==> config.mk <==
export PLATFORM = sky130hd
export DESIGN_NAME = systolic_seq_flat
export DESIGN_NICKNAME = d
export VERILOG_FILES = /design/src/rtl/systolic_seq_if.sv /design/src/rtl/systolic_seq.sv /design/src/flat_wrapper.sv
export SDC_FILE = /design/constraint.sdc
export NUM_CORES = 1
export LEC_CHECK = 0
export CAP_MARGIN = 20
export CORE_MARGIN = 2
export CORE_UTILIZATION = 51
export DETAILED_ROUTE_END_ITERATION = 8
export GPL_ROUTABILITY_DRIVEN = 0
export MAX_ROUTING_LAYER = met4
export PLACE_DENSITY = 0.9
export SLEW_MARGIN = 20
export SYNTH_ARGS = -nofsm -noshare
export SYNTH_HDL_FRONTEND = slang
export SYNTH_SLANG_ARGS = --single-unit
==> constraint.sdc <==
create_clock -name clk -period 3.1 [get_ports clk]
set_clock_uncertainty 0.2 [all_clocks]
set_input_delay 0.775 -clock clk [delete_from_list [all_inputs] [get_ports clk]]
set_output_delay 0.775 -clock clk [all_outputs]
set_load 0.1 [all_outputs]
==> src/rtl/systolic_seq_if.sv <==
// systolic_seq_if: host command / array control bundle for systolic_seq
// The accum command bit exists only when SYSTOLIC_SEQ_ACCUM_EN is defined.
interface systolic_seq_if #(parameter int DIM = 8, parameter int CNT_W = 8);
  logic start;
  logic [CNT_W-1:0] k_len;
`ifdef SYSTOLIC_SEQ_ACCUM_EN
  logic accum;
`endif
  logic busy;
  logic done;
  logic mac_en;
  logic mac_wr_en;
  logic c_zero;
  logic [DIM-1:0] row_vld;
  logic [DIM-1:0] col_vld;
  logic [CNT_W-1:0] feed_t;
  logic out_vld;
  logic [$clog2(DIM)-1:0] out_row;
  modport master (
`ifdef SYSTOLIC_SEQ_ACCUM_EN
    output accum,
`endif
    output start, k_len,
    input busy, done, mac_en, mac_wr_en, c_zero, row_vld, col_vld, feed_t, out_vld, out_row
  );
  modport slave (
`ifdef SYSTOLIC_SEQ_ACCUM_EN
    input accum,
`endif
    input start, k_len,
    output busy, done, mac_en, mac_wr_en, c_zero, row_vld, col_vld, feed_t, out_vld, out_row
  );
endinterface

==> src/rtl/systolic_seq.sv <==
// systolic_seq: clear/feed/flush/drain sequencer for a DIM x DIM tpumac array.
// Define SYSTOLIC_SEQ_ACCUM_EN to add the accum command that skips CLEAR.
module systolic_seq #(
  parameter int DIM = 8,
  parameter int CNT_W = 8
) (
  input logic clk,
  input logic rst_n,
  systolic_seq_if.slave bus
);
  localparam int AW = $clog2(DIM);
  localparam logic [2:0] IDLE = 3'd0, CLEAR = 3'd1, FEED = 3'd2, FLUSH = 3'd3, DRAIN = 3'd4, DONE = 3'd5;
  logic [2:0] st, nxt;
  logic [CNT_W-1:0] k_r, feed_t;
  logic [AW-1:0] d_cnt;
  logic [DIM-1:0] rv;
  logic skip, last;
`ifdef SYSTOLIC_SEQ_ACCUM_EN
  assign skip = bus.accum;
`else
  assign skip = 1'b0;
`endif
  assign last = feed_t == k_r + CNT_W'(2 * DIM - 3);
  always_comb begin
    nxt = st == IDLE  ? (bus.start ? (skip ? (bus.k_len == '0 ? DRAIN : FEED) : CLEAR) : IDLE)
        : st == CLEAR ? (k_r == '0 ? DRAIN : FEED)
        : st == FEED  ? (last ? FLUSH : FEED)
        : st == FLUSH ? DRAIN
        : st == DRAIN ? (d_cnt == '0 ? DONE : DRAIN)
        : IDLE;
  end
  always_ff @(posedge clk) begin
    if (!rst_n) begin
      st <= IDLE;
      k_r <= '0;
      feed_t <= '0;
      d_cnt <= '0;
    end else begin
      st <= nxt;
      k_r <= (st == IDLE && bus.start) ? bus.k_len : k_r;
      feed_t <= (st == FEED && !last) ? feed_t + 1'b1 : '0;
      d_cnt <= st == DRAIN ? d_cnt - 1'b1 : AW'(DIM - 1);
    end
  end
  // Diagonal skew: lane i carries element feed_t - i while that index lies in 0..k_r-1.
  always_comb begin
    rv = '0;
    for (int i = 0; i < DIM; i++)
      rv[i] = st == FEED && ({1'b0, feed_t} >= (CNT_W + 1)'(i))
              && ({1'b0, feed_t} < (CNT_W + 1)'(i) + {1'b0, k_r});
  end
  assign bus.busy = st != IDLE;
  assign bus.done = st == DONE;
  assign bus.mac_en = st == CLEAR || st == FEED || st == FLUSH || st == DRAIN;
  assign bus.mac_wr_en = st == CLEAR || st == DRAIN;
  assign bus.c_zero = st == CLEAR;
  assign bus.row_vld = rv;
  assign bus.col_vld = rv;
  assign bus.feed_t = feed_t;
  assign bus.out_vld = st == DRAIN;
  assign bus.out_row = st == DRAIN ? d_cnt : '0;
endmodule

==> src/flat_wrapper.sv <==
// flat-port wrapper written by rule: the top's interface ports become plain ports
module systolic_seq_flat 
#(
  parameter int DIM = 8,
  parameter int CNT_W = 8
)
  (clk, rst_n, bus_start, bus_k_len, bus_busy, bus_done, bus_mac_en, bus_mac_wr_en, bus_c_zero, bus_row_vld, bus_col_vld, bus_feed_t, bus_out_vld, bus_out_row);
  systolic_seq_if #(.DIM(DIM), .CNT_W(CNT_W)) bus_i ();
  input logic clk;
  input logic rst_n;
  input wire logic [$bits(bus_i.start)-1:0] bus_start;
  input wire logic [$bits(bus_i.k_len)-1:0] bus_k_len;
  output wire logic [$bits(bus_i.busy)-1:0] bus_busy;
  output wire logic [$bits(bus_i.done)-1:0] bus_done;
  output wire logic [$bits(bus_i.mac_en)-1:0] bus_mac_en;
  output wire logic [$bits(bus_i.mac_wr_en)-1:0] bus_mac_wr_en;
  output wire logic [$bits(bus_i.c_zero)-1:0] bus_c_zero;
  output wire logic [$bits(bus_i.row_vld)-1:0] bus_row_vld;
  output wire logic [$bits(bus_i.col_vld)-1:0] bus_col_vld;
  output wire logic [$bits(bus_i.feed_t)-1:0] bus_feed_t;
  output wire logic [$bits(bus_i.out_vld)-1:0] bus_out_vld;
  output wire logic [$bits(bus_i.out_row)-1:0] bus_out_row;
  assign bus_i.start = bus_start;
  assign bus_i.k_len = bus_k_len;
  assign bus_busy = bus_i.busy;
  assign bus_done = bus_i.done;
  assign bus_mac_en = bus_i.mac_en;
  assign bus_mac_wr_en = bus_i.mac_wr_en;
  assign bus_c_zero = bus_i.c_zero;
  assign bus_row_vld = bus_i.row_vld;
  assign bus_col_vld = bus_i.col_vld;
  assign bus_feed_t = bus_i.feed_t;
  assign bus_out_vld = bus_i.out_vld;
  assign bus_out_row = bus_i.out_row;
  systolic_seq #(.DIM(DIM), .CNT_W(CNT_W)) u_core (.clk(clk), .rst_n(rst_n), .bus(bus_i));
endmodule
; After elaboration in Yosys (flattened, before gate mapping)
; Index checks and enable logic that the tools add are counted.
[classes]
n_addsub = 10
n_lt_le_gt_ge = 15
n_eq_ne = 6
muxes = 11
n_reduce_logical = 27
[ops]
columns = cell, n
row1 = < comparator 8 x 9 -> 1 bit, 7
row2 = adder 3 x 8 -> 9 bit (first input constant), 4
row3 = >= comparator 8 x 3 -> 1 bit (second input constant), 4
row4 = two-way mux 3 bit, 8
row5 = adder 2 x 8 -> 9 bit (first input constant), 2
row6 = logical AND 1 bit, 17
row7 = >= comparator 8 x 2 -> 1 bit (second input constant), 2
row8 = adder 1 x 8 -> 9 bit (first input constant), 1
row9 = adder 8 x 1 -> 8 bit (second input constant), 1
row10 = adder 8 x 4 -> 8 bit (second input constant), 1
row11 = equality test 8 bit, 1
row12 = >= comparator 8 x 1 -> 1 bit (second input constant), 1
row13 = logical NOT 8 bit, 1
row14 = < comparator 8 bit, 1
row15 = equality test 3 x 2 -> 1 bit (second input constant), 2
row16 = equality test 3 bit (second input constant), 2
row17 = logical NOT 3 bit, 2
row18 = logical OR 1 bit, 4
row19 = equality test 3 x 1 -> 1 bit (second input constant), 1
row20 = two-way mux 1 bit, 3
row21 = nonzero test 3 bit, 1
row22 = subtractor 3 x 1 -> 3 bit (second input constant), 1
row23 = AND reduction 2 bit, 1
row24 = logical NOT 1 bit, 1
[word_totals]
ff_bits = 22
out_inout_bits = 33
elab_cells = 73

; Longest topological paths before layout
[depth]
ltp_word = 7
ltp_mapped = 13
mapped_depth_nobuf = 12

; Worst setup path after synthesis
; Ideal clock, no wire load.
[synth_path]
kind = register to output
from = reg u_core.feed_t[2] (netlist: u_core.bus.feed_t[2])
to = out bus_row_vld[2]
t_arrival_ns = 5.946
required_ns = 2.125
path_slack_ns = -3.821
path_stages_with_launch = 7
n_path_buf = 1
path_cell_list = dfxtp_1 ha_1 a21o_1 a2111oi_0 nor2_1 o41ai_1 buf_4
[synth_via]
elab_chain_len = 3
word_cells_on_any_way = 4
cone_classes = order compare: 2 / reduce/logical: 2
[synth_lines]
columns = item, line
row1 = from (decl), systolic_seq.sv:14  ; logic [CNT_W-1:0] k_r, feed_t;
row2 = from (signal assigned), systolic_seq.sv:41  ; feed_t <= (st == FEED && !last) ? feed_t + 1'b1 : '0;
row3 = >= comparator 8 x 2 -> 1 bit, systolic_seq.sv:49  ; rv[i] = st == FEED && ({1'b0, feed_t} >= (CNT_W + 1)'(i))
row4 = logical AND 1 bit, systolic_seq.sv:49
row5 = logical AND 1 bit *, systolic_seq.sv:50  ; && ({1'b0, feed_t} < (CNT_W + 1)'(i) + {1'b0, k_r});
row6 = to (decl), flat_wrapper.sv:18  ; output wire logic [$bits(bus_i.row_vld)-1:0] bus_row_vld;
; Every way passes the cells marked *; elsewhere a longest branch is shown, timed or not.

; Worst setup path in the final report
[layout_path]
from = reg u_core.k_r[2]
to = out bus_col_vld[7]
[layout_via]
elab_chain_len = 3
[layout_lines]
columns = item, line
row1 = from (decl), systolic_seq.sv:14
row2 = from (signal assigned), systolic_seq.sv:40  ; k_r <= (st == IDLE && bus.start) ? bus.k_len : k_r;
row3 = adder 3 x 8 -> 9 bit, systolic_seq.sv:50
row4 = < comparator 8 x 9 -> 1 bit, systolic_seq.sv:50
row5 = logical AND 1 bit, systolic_seq.sv:50
row6 = to (decl), flat_wrapper.sv:19  ; output wire logic [$bits(bus_i.col_vld)-1:0] bus_col_vld;
; Every way passes these cells.

==> results.cfg <==
[critical_path]
critPathKind = reg -> out
cpMaxStageDelayCell = dfxtp_4
regToRegSetupSlack_ns = 0.60
worst_path_largest_cell_delay_ns = 0.38
reg2reg_from = u_core.k_r[2]
worst_setup_path_end_kind = primary output
cp_data_required_time_ns = 2.12
arrival_ns = 2.87
crit_fanout = 5
worst_r2r_path_depth = 7
worstSetupStartpointType = register
path_cells = clkinvlp_4, ha_4, a21oi_4, buf_6, nor2_2, xnor2_2, ha_2, nor4_4, a21oi_1, o211ai_1, a21oi_2, a211oi_4, buf_12
reg2reg_to = u_core.bus.feed_t[7]

[cts]
htreeDepth = 1
cts_inserted_buffers = 3
cts_buffer_depth = 2
clk_pin_slew_ns = 0.08
worst_skew_pair.late_latency_ns = 0.26
root_buffer = clkbuf_8
cts.sinks = 22
cts_tree = built

[power_and_ir_drop]
ir_worst_vdd_v = 0.000480
leakage_nw = 2.03
p_per_area_nw_per_um2 = 268

[logic_synthesis]
ys_seq_area_share_pct = 13.6
ys_types = 48
synth-async-reset-ratio_pct = 0
syn_area_um2 = 3240
ys.warnings.count = 0
synth-seq-cells = 22
synth_flop_cell = dfxtp_1
syn_nets = 489
synthCells = 406
synth_edf_count = 0
avgSynthCellArea_um2 = 7.98

[route]
routed_wl_mm = 12.1
routed_via_density = 6.18
routedWlPerCell_um = 20.6
drtIter0Drc = 244
dr_total_vias = 3636
antenna_left = 0
remaining_drc_errors = 0
dr.pass1.iters = 5

[cells_and_area]
nNetsFinal = 595
drive_above_1_share_pct = 41.3
syn_to_final_growth_pct = 55.3
utilization_pct = 80.6
diodes = 0

[grt]
grt_pass1_vias = 3849
grt_antenna_before_repair = 0
grt_pass1_wl_mm = 18.1
track_usage_pct = 33.4
grt_max_degree = 15
overflow = 0

[worst_hold_path]
min_from = u_core.bus.feed_t[0]
hold_class = reg -> reg
hold_depth = 1
hold_end = u_core.bus.feed_t[0]

[timing]
setup_violations = 16
hold_violations = 0
relSlewSlack_pct = 53.4
timing.hold.ws_ns = 0.261
timing.fmax_mhz = 260
fin_crit_sh_pct = 124
drv_slew = 0
worstMarginPinSlew_ns = 0.691
finalCriticalPeriod_ns = 3.84
grt_setup_unrepaired = yes
fin_tns_setup_ns = -8.30
setup_ws_ns = -0.742

[floorplan]
pin_count = 44
start_util_pct = 51.9
fp.dieH_um = 83.7
core-area_um2 = 6240
fp-row-count = 29
die_w_um = 83.7
die-area_um2 = 7010

[place]
dpl.hpwl_mm = 8.08
io_buffers = 43

[run_status]
violations = negative setup slack
status = complete, but fails checks

[job]
max-cap-violations = 0
-- flip-flops by register name, summed over array words and instances, names as in the netlist --
name,cells
u_core.bus.feed_t,8
u_core.d_cnt,3
u_core.k_r,8
u_core.st,3
-- power by group --
part           switching, mW  internal [mW]
clock network         0.0952          0.172
logic                  0.444          0.311
registers             0.0281          0.295
-- logic make-up after synthesis --
kind of cell    count (synthesis)  share of synthesized area [%]
xor+xnor                       50                           13.5
flops                          22                           13.6
simple gates                  116                           16.8
buf+inv                        47                           6.72
compound gates                 99                           21.5
fa+ha+maj                      72                           27.8
-- Yosys cell counts (2+ instances only) --
library cell  count  area [um2]
clkbuf_1          5        18.8
nor3_1           10        50.1
o221ai_1          3        26.3
buf_4             9        67.6
nand4_1           3        18.8
a31oi_1           2        12.5
nand3_1          10        50.1
nor2b_1           4        25.0
inv_1            24        90.1
o21a_1           10        75.1
a21boi_0         12        90.1
dfxtp_1          22         440
or2_2             4        25.0
xor2_1            6        52.6
a21o_1            2        15.0
ha_1             72         901
a31o_2            2        17.5
buf_2             6        30.0
a211oi_1         11        82.6
a21oi_1          18        90.1
a21oi_4           2        32.5
xnor2_1          44         385
and3_1            5        31.3
nor4_1            3        18.8
nand2_1          37         139
a2111oi_0         2        17.5
nand2b_1          4        25.0
nor2_1           29         109
o41ai_1           3        26.3
o21ai_0          20         100
o211ai_1          5        37.5
-- cell usage in the layout, fill, tap and decap left out, drive strengths merged, types with 11 or more instances in the layout --
cell	count
xnor2	44
a21oi	20
nand2	37
nor2	30
dfxtp	22
buf	112
inv	24
ha	72
o21ai	20
a211oi	11
a21boi	12
-- cell type report --
type                    count  area, um2
fillers                   343       1210
repair buffers            122       1190
inverters                  26        108
clock inverters             1       30.0
flip-flops and latches     22        480
multi-input cells         337       3090
clock buffers               3       41.3
well taps                  77       96.3
-- critical path: cells and delay by family, from the launching register on --
kind                     cells  cell delay (ns)
AO/OA/AOI/OAI                5             0.77
AND/OR/NAND/NOR              2             0.31
buffers and inverters        3             0.51
adder cells (fa/ha/maj)      2             0.47
flip-flops                   1             0.38
XOR/XNOR                     1             0.16
-- repair_timing --
action	CTS	global route
gates cloned	0	0
setup endpoints to repair	16	16
gates resized for setup	39	26
hold buffers	0	0
pin swaps	28	27
setup buffers	7	7
-- layer usage --
| metal | routed length, um | global-route usage, % | up-vias |
|---|---|---|---|
| met2 | 5860 | 58.1 | 207 |
| met5 | 0 | - | - |
| li1 | - | - | 1638 |
| met3 | 749 | 3.76 | 80 |
| met1 | 4600 | 34.0 | 1711 |
| met4 | 915 | 25.8 | 0 |
-- how the worst max path moves through the flow --
stage                           endpoint           from  slack (ns)  depth (start not counted)
after floorplan           bus_row_vld[2]  u_core.k_r[2]       -1.16                         10
after global placement    bus_col_vld[3]  u_core.k_r[3]       -0.27                         11
after detailed placement  bus_col_vld[7]  u_core.k_r[2]       -0.38                         12
after CTS                 bus_col_vld[3]  u_core.k_r[2]       -0.54                         12
after global routing      bus_row_vld[7]  u_core.k_r[2]       -0.80                         13
final                     bus_col_vld[7]  u_core.k_r[2]       -0.74                         13
-- through the flow --
| step | std cells | cell area, um2 | setup slack [ns] | total power [mW] |
|---|---|---|---|---|
| 4_1_cts | 582 | 4850 | -0.538 | 1.28 |
| 6_report | 588 | 5030 | -0.742 | 1.35 |
| 2_1_floorplan | 406 | 3610 | -1.16 | 0.773 |
| 3_5_place_dp | 571 | 4570 | -0.385 | 0.979 |
| 3_3_place_gp | 571 | 4570 | -0.272 | 0.947 |
| 5_1_grt | 588 | 5030 | -0.802 | 1.40 |
Power figures use the tool's default switching activity.
==> RTL edit: new RTL, config.mk and constraints unchanged <==
`CNT_W` is set to 8 in 3 places; all go to 12.
--- a/src/rtl/systolic_seq_if.sv
+++ b/src/rtl/systolic_seq_if.sv
@@ -1,6 +1,6 @@
 // systolic_seq_if: host command / array control bundle for systolic_seq
 // The accum command bit exists only when SYSTOLIC_SEQ_ACCUM_EN is defined.
-interface systolic_seq_if #(parameter int DIM = 8, parameter int CNT_W = 8);
+interface systolic_seq_if #(parameter int DIM = 8, parameter int CNT_W = 12);
   logic start;
   logic [CNT_W-1:0] k_len;
 `ifdef SYSTOLIC_SEQ_ACCUM_EN
--- a/src/rtl/systolic_seq.sv
+++ b/src/rtl/systolic_seq.sv
@@ -2,7 +2,7 @@
 // Define SYSTOLIC_SEQ_ACCUM_EN to add the accum command that skips CLEAR.
 module systolic_seq #(
   parameter int DIM = 8,
-  parameter int CNT_W = 8
+  parameter int CNT_W = 12
 ) (
   input logic clk,
   input logic rst_n,
--- a/src/flat_wrapper.sv
+++ b/src/flat_wrapper.sv
@@ -2,7 +2,7 @@
 module systolic_seq_flat 
 #(
   parameter int DIM = 8,
-  parameter int CNT_W = 8
+  parameter int CNT_W = 12
 )
   (clk, rst_n, bus_start, bus_k_len, bus_busy, bus_done, bus_mac_en, bus_mac_wr_en, bus_c_zero, bus_row_vld, bus_col_vld, bus_feed_t, bus_out_vld, bus_out_row);
   systolic_seq_if #(.DIM(DIM), .CNT_W(CNT_W)) bus_i ();
Interface: changed (resized bus_feed_t and bus_k_len); port bits go from 44 to 52. No check against the original RTL was run, so the function may have changed too.
==> RTL edit against the original RTL <==
The flow still finishes with violations (negative setup slack); largest power group unchanged; final area is 38% higher; sequential cell count rose by 8; area after synthesis rose by 47%; via count grew 52%; synthesized cell count grew 49%; non-clock buffer count is 51 higher; sequential power increased by 31%; setup slack lost 270 ps; routed wire length rose by 53%; sequential share of layout area grew 0.057 points; die area rose by 44%; critical endpoint is now bus_row_vld[7]; power is 7.1% higher; register-to-register slack worse by 410 ps.
==> RTL edit: results (changes against the original RTL) <==
| Metric | Value |
|---|---|
| Post-Place Worst Slack | `-539 ps (was -385 ps)` |
| Port-buffer cells | `51 (was 43)` |
| Drt initial violations | `482 (was 244)` |
| Post-synthesis share of cell area spent on xor and xnor gates | `0.160 (was 0.135)` |
| Proportion of synthesized chip area in sequential cells | `0.126 (was 0.136)` |
| Worst IR Drop VDD | `0.000332 V (was 0.000480 V)` |
| Fraction of layout instances using a drive strength above 1 | `0.354 (was 0.413)` |
| Synthesized netlist net count | `722 (was 489)` |
| Register-to-register path setup slack | `190 ps (was 600 ps)` |
| Post-synthesis cell type count | `52 (was 48)` |
| Clock Power Share | `0.210 (was 0.199)` |
| Adder and majority gate portion of the synthesized area | `0.274 (was 0.278)` |
| Worst hold margin | `269 ps (was 261 ps)` |
| Standby leakage power | `3.04 nW (was 2.03 nW)` |
| Violations in the final reports | `negative setup slack (unchanged)` |
| Status | `finished with violations (unchanged)` |
| Global-route wire length before repair | `27800 um (was 18100 um)` |
| Combinational share of power | `0.497 (was 0.561)` |
| Cell types with the highest counts after synthesis | `sky130_fd_sc_hd__ha_1, sky130_fd_sc_hd__nand2_1, sky130_fd_sc_hd__xnor2_1 (was sky130_fd_sc_hd__ha_1, sky130_fd_sc_hd__xnor2_1, sky130_fd_sc_hd__nand2_1)` |
| Registers with the highest flip-flop counts | `u_core.bus.feed_t (12), u_core.k_r (12) (was u_core.bus.feed_t (8), u_core.k_r (8))` |
| Final number of setup-violating endpoints | `16 (unchanged)` |
| Tightest Pin Transition | `468 ps (was 691 ps)` |
| Synth top area cells | `sky130_fd_sc_hd__ha_1, sky130_fd_sc_hd__xnor2_1, sky130_fd_sc_hd__dfxtp_1 (was sky130_fd_sc_hd__ha_1, sky130_fd_sc_hd__dfxtp_1, sky130_fd_sc_hd__xnor2_1)` |
| Number of vias per cell after detailed routing | `6.37 (was 6.18)` |
| Global-route total usage across every layer | `0.366 (was 0.334)` |
| Net total in the final layout | `873 (was 595)` |
| H-tree depth | `2 (was 1)` |
| Least setup slack across all paths after layout | `-1010 ps (was -742 ps)` |
| Inserted Clock Buffers | `5 (was 3)` |
| Pin count of the biggest net entering global routing | `17 (was 15)` |
| Vias in the first global route | `5694 (was 3849)` |
| Skew-Pair Late Insertion Delay | `290 ps (was 260 ps)` |
| Endpoint of the worst register-to-register path | `u_core.bus.feed_t[8] (was u_core.bus.feed_t[7])` |
| Fillers | `561 (was 343)` |
| Worst reg2reg startpoint | `u_core.k_r[1] (was u_core.k_r[2])` |
-- RTL edit: stage by stage --
stage / cells / TNS [ps] / power [mW]
after floorplan: 603 / -10580 / 0.859
after global placement: 844 / -5150 / 1.04
after detailed placement: 844 / -6570 / 1.07
after CTS: 861 / -9730 / 1.40
after global routing: 866 / -13020 / 1.50
final: 866 / -11660 / 1.44
-- RTL edit: worst reg2reg max path, delay by kind of cell, from the launching register on --
| kind | cells | cell delay, ps |
|---|---|---|
| compound gates | 2 | 340 |
| xor+xnor | 1 | 160 |
| fa+ha+maj | 2 | 620 |
| buf+inv | 4 | 650 |
| flops | 1 | 410 |
| simple gates | 3 | 420 |
-- RTL edit: timing repair --
action	4_1_cts	5_1_grt
cloned	0	0
endpoints found under the setup margin	16	16
endpoints found under the hold margin	0	0
gates resized for setup	37	26
pin swaps	10	21
buffers inserted	9	6
-- RTL edit: layer usage --
layer,global-route usage,part of all wire
met4,0.271,0.086
met1,0.393,0.35
met5,-,0
met2,0.616,0.47
met3,0.0485,0.097
-- RTL edit: layout make-up --
cell class,instances,area (um^2),share of cell area
clock buffers,6,72.6,0.0105
flip-flops and latches,30,667,0.0961
multi-input cells,515,4350,0.626
inverters,29,136,0.0196
clock inverters,2,8.76,0.00126
well taps,111,139,0.0200
repair buffers,173,1570,0.227
-- RTL edit: how the worst max path moves through the flow --
stage / endpoint / slack, ps / cells past startpoint
finish: bus_row_vld[7] / -1010 / 14
global route: bus_col_vld[6] / -1060 / 12
CTS: bus_col_vld[5] / -790 / 12
detailed placement: bus_row_vld[7] / -540 / 12
global placement: bus_row_vld[7] / -430 / 12
floorplan: bus_row_vld[7] / -1030 / 13
